===== src/rtl/mem_arbiter_fsm.sv =====
// rtl/mem_arbiter_fsm.sv - two-requester round-robin arbiter for a synchronous-read memory
module mem_arbiter_fsm #(
  parameter int ADRS_WIDTH = 2,
  parameter int WORD_WIDTH = 8
) (
  input  logic                  clk,
  input  logic                  rst,
  input  logic                  req0,
  input  logic                  req1,
  input  logic                  we0,
  input  logic                  we1,
  input  logic [ADRS_WIDTH-1:0] adrs0,
  input  logic [ADRS_WIDTH-1:0] adrs1,
  input  logic [WORD_WIDTH-1:0] d_in0,
  input  logic [WORD_WIDTH-1:0] d_in1,
  output logic                  gnt0,
  output logic                  gnt1,
  output logic                  done0,
  output logic                  done1,
  output logic [WORD_WIDTH-1:0] rd_data,
  output logic                  busy,
  output logic                  mem_we,
  output logic [ADRS_WIDTH-1:0] mem_adrs,
  output logic [WORD_WIDTH-1:0] mem_d_in,
  input  logic [WORD_WIDTH-1:0] mem_q
);

  typedef enum logic [1:0] {
    IDLE   = 2'd0,
    ACCESS = 2'd1,
    WAIT   = 2'd2,
    DONE   = 2'd3
  } state_t;

  state_t                state;
  state_t                state_next;
  logic                  accept;
  logic                  pick;
  logic                  winner;
  logic                  last_gnt;
  logic                  lat_we;
  logic [ADRS_WIDTH-1:0] adrs_r;
  logic [WORD_WIDTH-1:0] d_r;
  logic [WORD_WIDTH-1:0] rd_r;

  // Contention goes to whoever was not granted last; a lone request always wins.
  always_comb begin
    state_next = state;
    accept     = 1'b0;
    pick       = 1'b0;
    if (req0 && req1) pick = ~last_gnt;
    else              pick = req1;
    case (state)
      IDLE: begin
        if (req0 || req1) begin
          accept     = 1'b1;
          state_next = ACCESS;
        end
      end
      ACCESS:  state_next = WAIT;
      WAIT:    state_next = DONE;
      DONE:    state_next = IDLE;
      default: state_next = IDLE;
    endcase
  end

  always_ff @(posedge clk) begin
    if (rst) begin
      state    <= IDLE;
      winner   <= 1'b0;
      last_gnt <= 1'b1;
      lat_we   <= 1'b0;
      adrs_r   <= '0;
      d_r      <= '0;
      rd_r     <= '0;
    end else begin
      state <= state_next;
      if (accept) begin
        winner   <= pick;
        last_gnt <= pick;
        lat_we   <= pick ? we1 : we0;
        adrs_r   <= pick ? adrs1 : adrs0;
        d_r      <= pick ? d_in1 : d_in0;
      end
      // Memory was addressed from the acceptance edge, so mem_q is valid here.
      if (state == WAIT && !lat_we) rd_r <= mem_q;
    end
  end

  assign gnt0     = (state == ACCESS) && !winner;
  assign gnt1     = (state == ACCESS) &&  winner;
  assign done0    = (state == DONE)   && !winner;
  assign done1    = (state == DONE)   &&  winner;
  assign busy     = (state != IDLE);
  assign mem_we   = (state == ACCESS) && lat_we;
  assign mem_adrs = adrs_r;
  assign mem_d_in = d_r;
  assign rd_data  = rd_r;

endmodule


===== config.mk =====
export PLATFORM = sky130hd
export DESIGN_NAME = mem_arbiter_fsm
export DESIGN_NICKNAME = d
export VERILOG_FILES = /design/src/rtl/mem_arbiter_fsm.sv
export SDC_FILE = /design/constraint.sdc
export NUM_CORES = 1
export LEC_CHECK = 0
export ABC_AREA = 1
export BUFFER_PORTS_ARGS = -buffer_cell sky130_fd_sc_hd__buf_2
export CORE_UTILIZATION = 48
export CTS_CLUSTER_SIZE = 40
export DETAILED_ROUTE_END_ITERATION = 6
export PLACE_DENSITY = 0.93
export SYNTH_ARGS = -nofsm -noshare
export SYNTH_HDL_FRONTEND = slang
export SYNTH_SLANG_ARGS = --single-unit

===== constraint.sdc =====
create_clock -name clk -period 2.8 [get_ports clk]
set_input_delay 0.42 -clock clk [delete_from_list [all_inputs] [get_ports clk]]
set_output_delay 0.42 -clock clk [all_outputs]
set_load 0.05 [all_outputs]

After elaboration in Yosys (flattened, before gate mapping)
Index checks and enable logic that the tools add are counted.

word-level totals
  bits in registers = 23
  latch bits = 0
  RAM bits = 0
  memory bits (read-only) = 0
  bits of input ports = 34
  output and inout port bits = 24
  word-level logic and storage cells = 32
  memories kept = 0

cells by class
  add/subtract/negate cells = 0
  multipliers = 0
  div/mod/pow operators = 0
  magnitude comparators = 0
  equal/unequal tests = 4
  shift operators = 0
  multiplexer cells = 8
  bitwise gates (word level) = 1
  reduce and logical (&&, ||, !) cells = 12

operators with widths
  cell                                                              count
  8-bit two-way mux                                                 1
  2-bit case mux with 4 select lines                                1
  1-bit logical AND                                                 7
  2-bit == test (second input constant)                             2
  1-bit two-way mux                                                 4
  2-bit two-way mux                                                 2
  2-bit by 1-bit == test with 1-bit output (second input constant)  1
  1-bit zero test                                                   2
  2-bit zero test                                                   1
  2-bit != test (second input constant)                             1
  2-bit nonzero test                                                1
  1-bit logical OR                                                  1
  1-bit inverter                                                    1

Longest topological paths before layout
  word-level depth = 3
  mapped depth = 8
  gate-level depth less buffers = 7

Worst setup path before layout
No wires, ideal clock.

  path type = register to output
  start point = register state[1]
  end point = output gnt0
  arrival = 1.257 ns
  required time = 2.380 ns
  slack = 1.123 ns
  stages on the path, launching flop included = 5
  path buffers = 0
  path through = dfxtp_1 > inv_1 > ha_1 > inv_1 > nor2_1

on the way
  word-level cells in the longest chain between the ends = 2

RTL lines
  what                                      RTL line  RTL
  start: declaration                        35        state_t state;
  start signal: assignment                  77        state <= state_next;
  2-bit by 1-bit == test with 1-bit output  90        assign gnt0 = (state == ACCESS) && !winner;
  1-bit logical AND                         90
  end: declaration                          16        output logic gnt0,

No other way between the ends.

Worst setup path after layout
  start point = register state[0]
  end point = output busy

on the way
  word-level cells in the longest chain between the ends = 1

RTL lines
  what                RTL line  RTL
  2-bit nonzero test  94        assign busy = (state != IDLE);
  end: declaration    21        output logic busy,

No other way between the ends.

==> flow_summary_export.csv <==
group,metric,value,unit
worst_setup_path,cp-start-kind,"flop",
cells_and_area,nets,266,
sta,relSlewSlack,67.3,%
run,maxCapViolCount,0,
drt,drtIter0Drc,14,
pwr,powerDensity,1020,nW/µm²
yosys,yosys_warnings,0,
yosys,syn_area,1130,µm²
cts,clkSlewWorstSetupHoldPaths,120,ps
cts,clkSinkCount,23,
yosys,yosys_register_bits,23,
drt,drc,0,
cells_and_area,n_fill_cell,227,
placed_design,io_buffers,57,
worst_setup_path,critPathArrivalTime,1400,ps
drt,top_layer_used,"met4",
worst_hold_path,worst_hold_path_type,"in -> reg",
floorplan,rows,17,
cells_and_area,diodes,0,
cts,cts_setup_buffers,0,
pwr,power,1.46,mW
drt,via_per_inst,4.41,
worst_setup_path,cp_max_fo,4,
floorplan,die_area,2560,µm²
yosys,syn_inst,171,
floorplan,start_util,51.3,%
sta,drv_slew,0,
cts,cts_tree,"yes",
drt,met1_length,1070,µm
sta,finClkSkew,1.03,ps
sta,finalSetupTns,0,ps
sta,tightest_slew,489,ps
yosys,synth_cell_type_count,18,
sta,setup_viol,0,
cells_and_area,layout_common_cells,"buf_2 (57), nor2_1 (55), nand2_1 (29), dfxtp_1 (23), inv_1 (21)",
cts,cts_buffer_depth,2,
cts,htree_levels,1,
sta,hold_violations,0,
cells_and_area,layout_commonest_cell,"buf_2",
pwr,leakagePower,0.859,nW
cts,ctsResizeCount,0,
placed_design,placed_area,1410,µm²
grt,grt_pass1_wl,3970,µm
worst_setup_path,worstPathRequired,2380,ps
drt,met2WireLength,1120,µm
cells_and_area,drive_gt1_share,30.5,%
worst_setup_path,crit_path_end_kind,"primary output",
pwr,vdd_drop_max,0.000647,V
yosys,synth.net_count,210,
sta,period_needed,1820,ps
worst_setup_path,worstSetupPathType,"reg -> out",
placed_design,place_congestion,0.771,
sta,hold_ws,286,ps
yosys,synth.avg_cell_area,6.64,µm²
floorplan,die_h,50.6,µm
cells_and_area,fin_cells,254,
floorplan,core,2210,µm²
drt,final_antenna_net_count,0,
yosys,yosysSeqAreaShare,40.6,%
cells_and_area,area_delta_synth_final,26.7,%
cts,postCtsHoldBufs,0,
sta,setup_ws,980,ps
drt,num_vias,1119,
grt,grt_pass1_vias,1043,
placed_design,dp_hpwl,1780,µm
drt,wl,2320,µm
placed_design,placed_cells,250,
outcome,status,"finished clean",
sta,fin_crit_sh,65.0,%
floorplan,die_width,50.6,µm
floorplan,ioPinCount,58,
cts,numCtsBuffers,3,
cts,root_buffer,"clkbuf_4",
drt,drtPass1Iterations,4,
grt,antenna_found_initial,0,
sta,rsz0062_at_grt,"false",
grt,grt_max_degree,23,
sta,fmax,0.550,GHz
cells_and_area,fin_area,1440,µm²
grt,grt_overflow_total,0,
cts,clk_latency,300,ps
drt,wl_per_cell,9.14,µm
placed_design,post-place-ws,1290,ps
drt,routed-wl-met3,109,µm
grt,grt_usage,20.3,%
cells_and_area,finish.utilization,65.0,%
cell families after synthesis:
kind of cell	Yosys count	share of synthesized area, %
DFF	23	40.6
adders and majority gates	5	5.51
buffers and inverters	29	11.6
AOI/OAI and AO/OA	23	10.5
and+or+nand+nor	91	31.9
sequential cells by signal, indices dropped and copies added, names as in the netlist:
name,cells
mem_adrs,2
rd_data,8
lat_we,1
last_gnt,1
mem_d_in,8
state,2
winner,1
worst max-delay path, cell delays in order, from the launching register on:
cell     delay [ps]
dfxtp_1         400
inv_1           100
ha_1            250
inv_2            90
buf_2           260
where the power goes:
part | leakage, nW | internal (mW) | total, mW | switching (mW)
Sequential | 0.190 | 0.431 | 0.490 | 0.0584
Clock | 0.0177 | 0.0532 | 0.147 | 0.0934
Combinational | 0.651 | 0.207 | 0.823 | 0.616
Total | 0.859 | 0.691 | 1.46 | 0.768
final cells by class:
cell class,count,area [µm²],share of cell area (%)
Inverter,23,86.3,6.01
Clock buffer,3,22.5,1.57
Clock inverter,1,5.00,0.348
Sequential cell,23,460,32.0
Tap cell,28,35.0,2.44
Multi-Input combinational cell,119,543,37.8
Timing Repair Buffer,57,285,19.8
synthesized netlist by cell type:
| cell type | count | share of area [%] |
|---|---|---|
| dfxtp_1 | 23 | 41 |
| nand3_1 | 2 | 0.88 |
| nor2_2 | 2 | 1.1 |
| a21oi_1 | 1 | 0.44 |
| nand2_2 | 1 | 0.55 |
| inv_1 | 21 | 6.9 |
| ha_1 | 5 | 5.5 |
| o21ai_2 | 1 | 0.77 |
| nor2_4 | 1 | 0.99 |
| or2_2 | 1 | 0.55 |
| inv_2 | 2 | 0.66 |
| clkbuf_1 | 2 | 0.66 |
| o21ai_0 | 10 | 4.4 |
| buf_4 | 2 | 1.3 |
| nor2_1 | 55 | 18 |
| buf_6 | 2 | 2.0 |
| nand2_1 | 29 | 9.6 |
| o21ai_1 | 11 | 4.9 |
final timing paths:
check | slack, ps | endpoint | depth (start not counted) | from
worst min-delay path | 290 | winner | 2 | rst
worst max register to register | 1280 | mem_d_in[6] | 7 | state[0]
worst max-delay path | 980 | busy | 4 | state[0]
worst min register to register | 510 | last_gnt | 2 | last_gnt
routing by layer:
layer | vias to the layer above | global-route usage, %
li1 | 622 | -
met1 | 466 | 22.7
met2 | 29 | 37.3
met3 | 2 | 3.33
met4 | 0 | 8.33
met5 | - | 0
Power figures use the tool's default switching activity.
